==> config.mk <==
export PLATFORM = sky130hd
export DESIGN_NAME = control_unit
export DESIGN_NICKNAME = d
export VERILOG_FILES = /design/src/rtl/processor_pkg.sv /design/src/rtl/program_counter.sv /design/src/rtl/control_unit.sv
export SDC_FILE = /design/constraint.sdc
export NUM_CORES = 1
export LEC_CHECK = 0
export ABC_AREA = 1
export BUFFER_PORTS_ARGS = -buffer_cell sky130_fd_sc_hd__clkbuf_2
export CAP_MARGIN = 20
export CORE_MARGIN = 1
export CORE_UTILIZATION = 25
export CTS_CLUSTER_DIAMETER = 120
export CTS_CLUSTER_SIZE = 14
export DETAILED_ROUTE_END_ITERATION = 8
export GPL_ROUTABILITY_DRIVEN = 0
export PLACE_DENSITY = 0.58
export SYNTH_ARGS = -nofsm -noshare
export SYNTH_HDL_FRONTEND = slang
export SYNTH_SLANG_ARGS = --single-unit
==> constraint.sdc <==
create_clock -name Clk -period 3.5 [get_ports Clk]
set_clock_uncertainty 0.15 [all_clocks]
set_input_delay 0.35 -clock Clk [delete_from_list [all_inputs] [get_ports Clk]]
set_output_delay 0.35 -clock Clk [all_outputs]
set_load 0.05 [all_outputs]
==> src/rtl/processor_pkg.sv <==
// Shared definitions for the 16-bit teaching processor. This package holds
// the controller state codes, the ISA opcodes and the ALU operation codes.
package processor_pkg;

    // Controller states. StateO shows these codes on the hex displays, so
    // the values are fixed.
    typedef enum logic [3:0] {
        ST_INIT   = 4'd0,
        ST_FETCH  = 4'd1,
        ST_DECODE = 4'd2,
        ST_NOOP   = 4'd3,
        ST_LOAD_A = 4'd4,
        ST_LOAD_B = 4'd5,
        ST_STORE  = 4'd6,
        ST_ADD    = 4'd7,
        ST_SUB    = 4'd8,
        ST_HALT   = 4'd9
    } state_t;

    // Opcodes live in IR[15:12]. Opcodes 6-15 are unused and execute as NOOP.
    localparam logic [3:0] OP_NOOP  = 4'd0;
    localparam logic [3:0] OP_STORE = 4'd1;
    localparam logic [3:0] OP_LOAD  = 4'd2;
    localparam logic [3:0] OP_ADD   = 4'd3;
    localparam logic [3:0] OP_SUB   = 4'd4;
    localparam logic [3:0] OP_HALT  = 4'd5;

    // ALU operation select.
    typedef enum logic [2:0] {
        ALU_PASS = 3'd0,
        ALU_ADD  = 3'd1,
        ALU_SUB  = 3'd2
    } alu_op_t;

    // Maps an opcode to the first execute state entered after Decode.
    function automatic state_t exec_state(input logic [3:0] opcode);
        case (opcode)
            OP_STORE: return ST_STORE;
            OP_LOAD:  return ST_LOAD_A;
            OP_ADD:   return ST_ADD;
            OP_SUB:   return ST_SUB;
            OP_HALT:  return ST_HALT;
            default:  return ST_NOOP;
        endcase
    endfunction

endpackage

==> src/rtl/program_counter.sv <==
// 8-bit program counter. It clears in Init and increments in Fetch, and it
// wraps from 0xFF to 0x00 without a flag.
module program_counter (
    input  logic       clk,
    input  logic       rst_n,
    input  logic       clr,
    input  logic       inc,
    output logic [7:0] pc
);

    // PC register: clear takes priority over increment.
    always_ff @(posedge clk or negedge rst_n) begin
        // NOTE: sequential state uses non-blocking assignments so that every register samples pre-edge values.
        if (!rst_n) begin
            pc <= '0;
        end else if (clr) begin
            pc <= '0;
        end else if (inc) begin
            pc <= pc + 8'd1;
        end
    end

endmodule

==> src/rtl/control_unit.sv <==
// Fetch/decode/execute controller. It owns the PC and the IR and drives every
// datapath control line. All outputs are a Moore decode of the state register
// and the IR, so reset clears them immediately without waiting for a clock.
module control_unit
    import processor_pkg::*;
(
    input  logic        Clk,
    input  logic        Reset,
    input  logic [15:0] I_data,
    output logic        I_rd,
    output logic [7:0]  PC_Out,
    output logic [15:0] IR_Out,
    output logic [3:0]  StateO,
    output logic [7:0]  D_addr,
    output logic        D_rd,
    output logic        D_wr,
    output logic        RF_s,
    output logic [3:0]  RF_W_addr,
    output logic        RF_W_en,
    output logic [3:0]  RF_Ra_addr,
    output logic [3:0]  RF_Rb_addr,
    output logic [2:0]  ALU_s0
);

    state_t      state_q;
    state_t      state_d;
    logic [15:0] ir_q;
    logic        pc_clr;
    logic        pc_inc;

    assign pc_clr = (state_q == ST_INIT);
    assign pc_inc = (state_q == ST_FETCH);

    program_counter u_pc (
        .clk   (Clk),
        .rst_n (Reset),
        .clr   (pc_clr),
        .inc   (pc_inc),
        .pc    (PC_Out)
    );

    // State register; asynchronous reset returns to Init.
    always_ff @(posedge Clk or negedge Reset) begin
        if (!Reset) begin
            state_q <= ST_INIT;
        end else begin
            state_q <= state_d;
        end
    end

    // Instruction register, loaded from the ROM in Fetch and held otherwise.
    always_ff @(posedge Clk or negedge Reset) begin
        if (!Reset) begin
            ir_q <= '0;
        end else if (state_q == ST_FETCH) begin
            ir_q <= I_data;
        end
    end

    assign IR_Out = ir_q;
    assign StateO = state_q;

    // Next-state selection and Moore decode of the datapath control lines.
    always_comb begin
        // NOTE: every signal written here gets a default first, so no path leaves one unassigned and no latch is inferred.
        state_d    = state_q;
        I_rd       = 1'b0;
        D_addr     = '0;
        D_rd       = 1'b0;
        D_wr       = 1'b0;
        RF_s       = 1'b0;
        RF_W_addr  = '0;
        RF_W_en    = 1'b0;
        RF_Ra_addr = '0;
        RF_Rb_addr = '0;
        ALU_s0     = ALU_PASS;

        case (state_q)
            ST_INIT: begin
                state_d = ST_FETCH;
            end
            ST_FETCH: begin
                I_rd    = 1'b1;
                state_d = ST_DECODE;
            end
            ST_DECODE: begin
                state_d = exec_state(ir_q[15:12]);
            end
            ST_NOOP: begin
                state_d = ST_FETCH;
            end
            ST_LOAD_A: begin
                D_addr    = ir_q[7:0];
                D_rd      = 1'b1;
                RF_W_addr = ir_q[11:8];
                state_d   = ST_LOAD_B;
            end
            ST_LOAD_B: begin
                // The data memory returns the word requested in Load_A in this cycle.
                D_addr    = ir_q[7:0];
                D_rd      = 1'b1;
                RF_W_addr = ir_q[11:8];
                RF_s      = 1'b1;
                RF_W_en   = 1'b1;
                state_d   = ST_FETCH;
            end
            ST_STORE: begin
                D_addr     = ir_q[7:0];
                D_wr       = 1'b1;
                RF_Ra_addr = ir_q[11:8];
                state_d    = ST_FETCH;
            end
            ST_ADD, ST_SUB: begin
                RF_Ra_addr = ir_q[11:8];
                RF_Rb_addr = ir_q[7:4];
                RF_W_addr  = ir_q[3:0];
                RF_W_en    = 1'b1;
                ALU_s0     = (state_q == ST_ADD) ? ALU_ADD : ALU_SUB;
                state_d    = ST_FETCH;
            end
            ST_HALT: begin
                state_d = ST_HALT;
            end
            default: begin
                state_d = ST_INIT;
            end
        endcase
    end

endmodule
Word-level counts from Yosys, hierarchy flattened

Index checks and enable logic that the tools add are counted.

Bits in registers: 28
Word-level logic and storage cells: 41
Output and inout bits: 56
Bits of input ports: 18

Add/sub/neg operators: 1
Eq/ne operators: 14
Reductions and logical operators: 8
Muxes and demuxes: 15

Operator list:

| cell                | number |
|---|---|
| $pmux 4 s5          | 2 |
| $eq 4x3->1 const B  | 6 |
| $mux 8              | 3 |
| $eq 4x2->1 const B  | 4 |
| $reduce_or 3->1     | 3 |
| $add 8x1->8 const B | 1 |
| $eq 4x1->1 const B  | 2 |
| $eq 4x4->1 const B  | 2 |
| $mux 4              | 2 |
| $pmux 4 s2          | 1 |
| $reduce_or 6->1     | 1 |
| $mux 1              | 5 |
| $logic_not 4->1     | 1 |
| $mux 2              | 2 |
| $reduce_or 2->1     | 2 |
| $reduce_bool 2->1   | 1 |

Logic depth before layout (Yosys ltp)

Gate-level depths: netlist (run 1).

Word-level depth: 3
Mapped depth: 8
Depth with buffers taken out: 8

Cells and area by module

From an unflattened synthesis (run 1), not the netlist that was laid out.

Cell total of the unflattened synthesis: 216
Area, all modules: 1567.8 µm²

By module, submodules not included:

| module          | times used | area an instance (µm²) | seq. area each (µm²) | cells an instance |
|---|---|---|---|---|
| control_unit    | 1          | 1094.8                 | 500.5                | 156 |
| program_counter | 1          | 473.0                  | 200.2                | 60 |

Worst setup path after synthesis (run 1)

Ideal clock, no wire load.

Kind: register to output
Start: reg state_q[2], in the netlist StateO[2]
End: out RF_W_addr[0]
Cell stages (with the launch flop): 7
Path slack: 0.856 ns
Data required time: 3.000 ns
Buffers on the path: 0
Data arrival time: 2.144 ns
Path through: dfrtp_1 > inv_2 > nor2_2 > inv_2 > nor2_4 > nor2_8 > o21ai_1

Word-level cells in the longest chain between the ends: 3
Elaborated cells on any way between the ends: 7
Classes of those cells: eq/ne (4); mux (1); reduce/logical (2)

RTL lines:

| what                                     | line               | RTL |
|---|---|---|
| start, declared                          | control_unit.sv:25 | `state_t state_q;` |
| start signal, assigned                   | control_unit.sv:47 | `state_q <= state_d;` |
| $eq 4x3->1 or $eq 4x4->1 (tied branches) | control_unit.sv:78 | `case (state_q)` |
| $reduce_or 2->1                          | n/a                |  |
| $pmux 4 s2 *                             | control_unit.sv:78 |  |
| end, declared                            | control_unit.sv:18 | `output logic [3:0] RF_W_addr,` |

Every way passes the cells marked *; elsewhere a longest branch is shown, timed or not.

Worst setup path after layout (run 1)

Start: reg state_q[1], in the netlist StateO[1]
End: out I_rd

Word-level cells in the longest chain between the ends: 2

RTL lines:

| what          | line               | RTL |
|---|---|---|
| $eq 4x1->1    | control_unit.sv:78 |  |
| $mux 1        | control_unit.sv:78 |  |
| end, declared | control_unit.sv:10 | `output logic I_rd,` |

Every way passes these cells.

==> results.cfg, run 1 <==
[sta]
max_freq_mhz = 441.9
slew_headroom_pct = 53.14
setup-tns-final_ns = 0
tightest_slew_ns = 0.7029
finalCriticalPeriod_ns = 2.263
setup_ws_ns = 1.237
slew_viol_final = 0
hold_viol = 0
setup_viol = 0
rsz0062_at_grt = no
fin_crit_sh_pct = 64.65

[cells_and_area]
final_cell_count_no_fill = 354
area_growth_pct = 31.23
n_antenna_cell = 0
num-nets-final = 299
utilization_pct = 33.92
fillCellCount = 638
layout-drive-gt1-share_pct = 32.26

[cts]
cts_buffers = 3
ctsResizeCount = 0
htree_num_levels = 1
cts_buffer_depth = 2
insertion_delay_ns = 0.28
root_buffer = clkbuf_8
path_clk_slew_ns = 0.10
clock-sinks = 28
cts_tree = built

[grt]
grt_pass1_wl_um = 6306
grt_util_met2_pct = 19.23
use_met3_pct = 2.273
busiest_layer = met2
antenna_found_initial = 0
use_met1_pct = 17.86
grt-ovfl-total = 0
grt_usage_pct = 12.76
grt_pass1_vias = 1246
grt_max_degree = 37

[hold_path]
hold_path.class = input pin to register
min_from = I_data[12]
min_to = IR_Out[12]
min_path_cells = 3

[power]
p_sw_mw = 1.309
p_int_uw = 836.3
p_leak_nw = 1.140
peakVddDrop_mv = 0.3203
powerDensity_nw_per_um2 = 1069
clockPowerShare_pct = 9.5
pwr-share-comb_pct = 63.2
seqPwrFrac_pct = 27.4
switching_share_pct = 61.03

[critical_path]
cp-start-kind = register
reg2reg_to = u_pc.pc[4]
worstPathRequired_ns = 3.00
cp-startpoint = StateO[1]
reg2reg_slack_ns = 1.78
path_max_fanout = 36
r2r_cells = 6
path_class = register to output pin
arrival_ns = 1.76
endpoint_kind = output pin
timing.rr.start = StateO[1]

[die]
core_area_um2 = 5921
pin_count = 74
rows = 28
fp.dieH_um = 80.24
dieWidth_um = 80.24
initial_core_util_pct = 25.85
dieArea_um2 = 6438

[synth]
yosys_warnings = 0
synth-seq-cells = 28
synth_nets = 225
synthCells = 206
syn_avg_cell_area_um2 = 7.428
syn_area_um2 = 1530
ys_seq_area_share_pct = 45.79
yosysUniqueCellTypes = 23

[route]
first_pass_iters = 5
wl_per_cell_um = 11.15
drc = 0
drt_wl_total_um = 3947
via_count = 1497
post_drt_via_cell_ratio = 4.229
drtIter0Drc = 120
antenna_left = 0

[placement]
dp_cells = 349
pre_cts_ws_ns = 1.543
hpwl_um = 3054
io_buffers = 72

[job]
maxCapViolations = 0

[run_status]
status = finished, final reports clean
## cell families after synthesis
family	Yosys count	share of synthesized area, %
adders and majority gates	1	0.8175
DFF	28	45.79
and+or+nand+nor	119	35.16
buffers and inverters	33	9.812
other	1	0.2451
AOI/OAI and AO/OA	24	8.177
## layout make-up
cell class	count	area [um2]	share of cell area, %
inverter	29	108.9	5.421
clock buffer	4	55.05	2.741
tap	75	93.84	4.673
timing repair buffer	73	370.4	18.44
multi-input combinational	145	679.4	33.83
sequential	28	700.7	34.89
## cell usage in the layout (no fill, tap or decap), types with 2 or more instances in the layout
cell type,instances
a21oi_1,2
clkbuf_2,72
clkbuf_8,4
dfrtp_1,28
inv_1,25
inv_2,4
nand2_1,68
nand2_2,2
nand3_1,11
nand4_1,3
nor2_1,26
nor2_2,3
nor2_8,2
o21ai_0,6
o21ai_1,14
## through the flow
step / total power, mW / instance area [um2] / hold slack [ns]
after detailed placement: 1.959 / 1943 / 0.2977
final: 2.146 / 2008 / 0.1151
after global routing: 2.309 / 2008 / 0.1153
after CTS: 2.171 / 2008 / 0.1045
after floorplan: 1.679 / 1530 / -0.09559
after global placement: 1.951 / 1943 / 0.2922
## how the worst max path moves through the flow
stage | endpoint | slack, ns
2_1_floorplan | RF_W_addr[0] | 0.86
3_3_place_gp | I_rd | 1.57
3_5_place_dp | I_rd | 1.54
4_1_cts | I_rd | 1.22
5_1_grt | I_rd | 1.11
6_report | I_rd | 1.24
## routing by layer
layer | vias up | wire length (um)
met4 | 0 | 58
met5 | - | 0
met1 | 670 | 1881
li1 | 781 | -
met2 | 41 | 1823
met3 | 5 | 184
## synth_stat cells
| library cell | n | area share, % |
|---|---|---|
| conb_1 | 1 | 0.25 |
| o32ai_1 | 1 | 0.57 |
| o21ai_0 | 6 | 2.0 |
| nand3_1 | 11 | 3.6 |
| nand2_4 | 1 | 0.74 |
| nor2_1 | 26 | 6.4 |
| buf_6 | 3 | 2.2 |
| nor2_2 | 3 | 1.2 |
| nand3_2 | 1 | 0.65 |
| o22ai_1 | 1 | 0.41 |
| a21oi_1 | 2 | 0.65 |
| inv_2 | 4 | 0.98 |
| nand2_1 | 68 | 17 |
| nor2_8 | 2 | 2.6 |
| dfrtp_1 | 28 | 46 |
| nand3b_1 | 1 | 0.49 |
| ha_1 | 1 | 0.82 |
| buf_4 | 1 | 0.49 |
| inv_1 | 25 | 6.1 |
| nor2_4 | 1 | 0.74 |
| nand4_1 | 3 | 1.2 |
| nand2_2 | 2 | 0.82 |
| o21ai_1 | 14 | 4.6 |
## flip-flops by register name, summed over array words and instances (netlist names)
signal / flops
IR_Out: 16
u_pc.pc: 8
StateO: 4
## timing repair
action                                 in CTS  in global routing
endpoints found under the hold margin      28                  0
hold buffers                                1                  0
setup buffers                               0                  0
## power by group through the flow
stage,logic [mW],registers [mW],clock network [mW]
2_1_floorplan,0.671,1.01,0
3_3_place_gp,1.36,0.592,0
3_5_place_dp,1.36,0.597,0
4_1_cts,1.37,0.590,0.215
5_1_grt,1.47,0.611,0.224
6_report,1.36,0.587,0.203
## critical path: stages, from the launching register on
cell	delay, ns
dfrtp_1	0.47
inv_2	0.09
nand2_2	0.11
nor2_8	0.44
clkbuf_2	0.37
No activity file was read; power rests on OpenSTA's default activity.
==> run 2, diff against run 1 <==
==> constraint.sdc (replaced) <==
create_clock -name Clk -period 2.15 [get_ports Clk]
set_clock_uncertainty 0.15 [all_clocks]
set_input_delay 0.215 -clock Clk [delete_from_list [all_inputs] [get_ports Clk]]
set_output_delay 0.215 -clock Clk [all_outputs]
set_load 0.05 [all_outputs]
==> run 2 against run 1 <==
Effect of this change:
- power up 75%
- setup slack worse by 1.1 ns
- sequential power up 64%
- clock power up 110%
- count of clock-buffer cells in the layout down 1
- via count up 6.5%
- global-route usage up 1.1 points
- core utilization up 4.9 points
- worst hold slack worse by 0.10 ns
- critical path depth up 3
- combinational power up 74%
- critical endpoint is now RF_W_addr[1]
- largest cell class is now multi-input combinational cells
- highest routed layer unchanged
==> results.cfg, run 2 (same netlist as run 1, synthesis figures left out) <==
[sta]
slew_viol_final = 0
finalCriticalPeriod_ns = 2.054
max_freq_mhz = 486.9
setup_viol = 0
hold_viol = 0
whs_ns = 0.01136
slew_headroom_pct = 50.28
tightest_slew_ns = 0.7457
fin_crit_sh_pct = 95.54

[route]
antenna_left = 0
wl_per_cell_um = 11.73
post_drt_via_cell_ratio = 4.288
via_count = 1595
drt_wl_total_um = 4364
drtIter0Drc = 47
first_pass_iters = 4
drc = 0

[cells_and_area]
final_common_cell = nand2_1
layout-drive-gt1-share_pct = 37.71
area_growth_pct = 50.37
n_antenna_cell = 0
num-nets-final = 317
final_cell_mix = nand2_1 (68), clkbuf_2 (59), dfrtp_1 (24)
fillCellCount = 638
largest_reg_flops = 16

[die]
fp.dieH_um = 80.24
rows = 28
dieArea_um2 = 6438
initial_core_util_pct = 25.85
pin_count = 74
core_area_um2 = 5921
dieWidth_um = 80.24

[critical_path]
cp-start-kind = register
reg2reg_to = u_pc.pc[5]
worstPathRequired_ns = 1.78
arrival_ns = 1.69
path_class = register to output pin
path_max_fanout = 6
r2r_cells = 8
reg2reg_slack_ns = 0.52
endpoint_kind = output pin
timing.rr.start = StateO[1]

[power]
p_leak_nw = 1.202
clockPowerShare_pct = 11.2
switching_share_pct = 58.81
powerDensity_nw_per_um2 = 1628
power_mw = 3.746
p_int_mw = 1.543
peakVddDrop_mv = 0.7191
p_sw_mw = 2.203
seqPwrFrac_pct = 25.7
pwr-share-comb_pct = 63.1

[grt]
grt_pass1_vias = 1427
grt_usage_pct = 13.87
antenna_found_initial = 0
grt_max_degree = 29
grt-ovfl-total = 0
grt_pass1_wl_um = 6865

[hold_path]
min_to = IR_Out[1]
min_path_cells = 3
hold_path.class = input pin to register
min_from = I_data[1]

[run_status]
status = finished, final reports clean

[cts]
cts_buffer_depth = 2
insertion_delay_ns = 0.27
root_buffer = clkbuf_8
htree_num_levels = 1
path_clk_slew_ns = 0.10
cts_tree = built
cts_buffers = 3
clock-sinks = 28

[placement]
hpwl_um = 3194
io_buffers = 72

[job]
maxCapViolations = 0
==> run 2: changes by cell type in the layout (fill, tap and decap cells not counted), sizes merged <==
cell | before | now
dlygate4sd3 | 1 | 14
buf | 0 | 10
clkbuf | 76 | 70
clkinvlp | 0 | 4
inv | 29 | 25
bufinv | 0 | 1
==> run 2: power groups by stage <==
stage          combinational, mW  sequential [mW]  clock (mW)
5_1_grt                     2.56            0.998       0.464
2_1_floorplan               1.14             1.65           0
4_1_cts                     2.37            0.961       0.440
3_3_place_gp                2.31            0.966           0
3_5_place_dp                2.32            0.971           0
6_report                    2.36            0.962       0.421
==> run 2: layout make-up <==
cell class	count	area (um2)	share of cell area, %
repair buffers	91	578.1	25.12
well taps	75	93.84	4.078
inverters	29	126.4	5.492
clock buffers	3	41.29	1.794
multi-input cells	145	725.7	31.54
flip-flops and latches	28	705.7	30.67
clock inverters	1	30.03	1.305
==> run 2: worst max-delay path, cell delays in order (launching register included) <==
cell and delay (ns):
dfrtp_2 0.46, nor2_4 0.17, inv_4 0.08, nor2_4 0.15, nor2_8 0.07, buf_12 0.14
o21ai_4 0.10, clkbuf_4 0.24
==> run 2: how the worst max path moves through the flow <==
| stage | to | cells past startpoint | startpoint |
|---|---|---|---|
| floorplan | RF_W_addr[0] | 5 | StateO[3] |
| global placement | RF_Ra_addr[1] | 9 | StateO[2] |
| detailed placement | RF_Ra_addr[0] | 9 | StateO[2] |
| CTS | RF_Rb_addr[3] | 7 | StateO[3] |
| global route | RF_Ra_addr[3] | 9 | StateO[2] |
| finish | RF_W_addr[1] | 7 | StateO[3] |
==> run 2: what timing repair did <==
item	CTS	global route
hold buffers	13	1
endpoints found under the hold margin	40	1
pin swaps	1	0
resized for setup	4	22
setup buffers	3	0
setup endpoints to repair	4	13
==> run 2: metrics by stage <==
| step | cell area [um2] | instances | util, % | worst slack (ns) | TNS (ns) |
|---|---|---|---|---|---|
| 2_1_floorplan | 1590 | 206 | - | -0.05774 | -0.2880 |
| 3_3_place_gp | 2018 | 351 | 34.09 | 0.2823 | 0 |
| 3_5_place_dp | 2018 | 351 | 34.09 | 0.2517 | 0 |
| 4_1_cts | 2265 | 371 | 38.25 | 0.01598 | 0 |
| 5_1_grt | 2301 | 372 | 38.86 | -0.02345 | -0.02558 |
| 6_report | 2301 | 372 | 38.86 | 0.09600 | 0 |
==> run 2: per-layer routing <==
metal  vias to the layer above  track usage, %  part of all wire [%]
met5                         -               0                     0
met4                         0           2.143                  0.34
met3                         2           2.727                   4.1
met2                        45           23.16                    48
met1                       731           18.76                    48
li1                        817               -                     -
==> run 3, diff against run 2 <==
--- a/config.mk
+++ b/config.mk
@@ -6,15 +6,15 @@
 export NUM_CORES = 1
 export LEC_CHECK = 0
 export ABC_AREA = 1
-export BUFFER_PORTS_ARGS = -buffer_cell sky130_fd_sc_hd__clkbuf_2
 export CAP_MARGIN = 20
 export CORE_MARGIN = 1
 export CORE_UTILIZATION = 25
 export CTS_CLUSTER_DIAMETER = 120
 export CTS_CLUSTER_SIZE = 14
 export DETAILED_ROUTE_END_ITERATION = 8
+export DONT_BUFFER_PORTS = 1
 export GPL_ROUTABILITY_DRIVEN = 0
-export PLACE_DENSITY = 0.58
+export PLACE_DENSITY = 0.47
 export SYNTH_ARGS = -nofsm -noshare
 export SYNTH_HDL_FRONTEND = slang
 export SYNTH_SLANG_ARGS = --single-unit
==> constraint.sdc (replaced) <==
create_clock -name Clk -period 2.4 [get_ports Clk]
set_clock_uncertainty 0.15 [all_clocks]
set_input_delay 0.24 -clock Clk [delete_from_list [all_inputs] [get_ports Clk]]
set_output_delay 0.24 -clock Clk [all_outputs]
set_load 0.05 [all_outputs]
==> run 3 against run 2 <==
Effect of this change:
- power fell by 15%
- die area did not move
- via count fell by 7.1%
- critical endpoint is now RF_Ra_addr[1]
- largest cell class is now flip-flops and latches
- largest power group unchanged
==> results.cfg, run 3 (same netlist as run 1, synthesis figures left out) <==
[run_status]
status = finished, final reports clean

[grt]
grt_usage_pct = 14.01
grt_pass1_vias = 1390
grt-ovfl-total = 0
antenna_found_initial = 0
grt_max_degree = 29
grt_pass1_wl_um = 6879

[critical_path]
path_max_fanout = 10
cp_common_cell = inv_2
reg2reg_slack_ns = 0.65
timing.rr.start = StateO[1]
worstPathRequired_ns = 2.01
arrival_ns = 1.66
cp.buffers_inverters = 4
cp-start-kind = register
cp-startpoint = StateO[2]
cp_cell_sequence = inv_2 > nor2_2 > inv_2 > nor2_4 > nor2_8 > nand2_4 > nand2_1 > inv_1 > buf_12
worst-path-stages = 9
reg2reg_to = IR_Out[0]
r2r_cells = 6
endpoint_kind = output pin
crit_end = RF_Ra_addr[1]
crit_family = simple AND/OR/NAND/NOR gates
path_class = register to output pin
cpPeakStageDelay_ns = 0.44
crit_path_top_delay_cell = dfrtp_1

[sta]
tightest_slew_ns = 0.5830
setup_viol = 0
slew_viol_final = 0
rsz0062_at_grt = no
finalCriticalPeriod_ns = 2.047
fin_crit_sh_pct = 85.29
hold_viol = 0
setup_ws_ns = 0.3530
setup-tns-final_ns = 0
slew_headroom_pct = 61.14
max_freq_mhz = 488.5

[power]
p_sw_mw = 1.919
peakVddDrop_mv = 0.5031
p_leak_nw = 1.118
p_int_mw = 1.251
switching_share_pct = 60.55
clockPowerShare_pct = 8.2
pwr-share-comb_pct = 55.2
power_mw = 3.170
seqPwrFrac_pct = 36.6
powerDensity_nw_per_um2 = 1456

[cts]
cts_buffer_depth = 2
cts_tree = built
post-cts-setup-buffer-count = 0
clock-sinks = 28
cts_buffers = 3
htree_num_levels = 1
path_clk_slew_ns = 0.10
root_buffer = clkbuf_8
insertion_delay_ns = 0.27

[route]
wl_per_cell_um = 12.67
wl_met2_um = 2085
top_layer = met4
first_pass_iters = 4
wl_met1_um = 1965
via_count = 1481
drc = 0
antenna_left = 0
post_drt_via_cell_ratio = 4.382
drt_wl_total_um = 4283
drtIter0Drc = 119
met3_length_um = 164

[cells_and_area]
largest_reg_flops = 16
area_growth_pct = 42.27
num-nets-final = 284
multiInputGateArea_um2 = 679.4
ff_latch_area_um2 = 700.7
final_common_cell = nand2_1
final_cell_area_um2 = 2177
final_cell_mix = nand2_1 (68), buf_4 (35), dfrtp_1 (28)
layout-drive-gt1-share_pct = 22.05
fillCellCount = 630
n_antenna_cell = 0

[job]
maxCapViolations = 0

[die]
pin_count = 74
fp.dieH_um = 80.24
core_area_um2 = 5921
dieWidth_um = 80.24
rows = 28
initial_core_util_pct = 25.85
dieArea_um2 = 6438

[hold_path]
hold_path.class = input pin to asynchronous set/reset pin

[placement]
placed_area_um2 = 1946
pre_cts_ws_ns = 0.6555
io_buffers = 0
hpwl_um = 3189
-- run 3: cell count changes in the layout (fill, tap and decap cells not counted), sizes merged --
cell / previous run / this run
inv: 25 / 29
dlygate4sd3: 14 / 17
clkinvlp: 4 / 0
clkbuf: 70 / 3
buf: 10 / 41
bufinv: 1 / 0
-- run 3: power groups by stage --
stage          registers [mW]  logic, mW  clock network, mW
6_report                 1.16       1.75              0.260
5_1_grt                  1.19       1.92              0.290
4_1_cts                  1.16       1.76              0.272
3_5_place_dp             1.17       1.72                  0
3_3_place_gp             1.17       1.72                  0
2_1_floorplan            1.47      0.979                  0
-- run 3: worst min-delay path by stage --
stage | end | slack (ns)
3_3_place_gp | u_pc.pc[5] | -0.21
2_1_floorplan | IR_Out[0] | -0.21
5_1_grt | IR_Out[0] | 0.26
4_1_cts | IR_Out[0] | 0.27
3_5_place_dp | u_pc.pc[5] | -0.21
6_report | u_pc.pc[5] | 0.25
-- run 3: timing repair --
item | 4_1_cts | 5_1_grt
endpoints found under the hold margin | 44 | 0
resized for setup | 0 | 0
hold buffers | 18 | 0
-- run 3: final cells by class --
type                       count  share of cell area [%]
inverter                      29                   5.000
clock buffer                   3                   1.897
multi-input combinational    145                   31.21
tap                           75                   4.310
timing repair buffer          58                   25.40
sequential                    28                   32.18
-- run 3: layer usage --
layer	global-route usage [%]	vias up
met5	0	-
met4	5.179	0
met3	2.500	6
met2	23.25	41
met1	18.06	679
li1	-	755
-- run 3: worst register-to-register path, cell delays in order (launching register included) --
cell and delay (ns):
dfrtp_1 0.48, inv_2 0.10, nand2_2 0.10, nor2_8 0.21, buf_4 0.40, nand2_1 0.12, o21ai_1 0.11
-- run 3: stage by stage --
stage | hold WS (ns) | utilization [%] | cells
2_1_floorplan | -0.2056 | - | 206
3_3_place_gp | -0.2051 | 32.86 | 317
3_5_place_dp | -0.2052 | 32.86 | 317
4_1_cts | 0.2670 | 36.77 | 338
5_1_grt | 0.2599 | 36.77 | 338
6_report | 0.2502 | 36.77 | 338
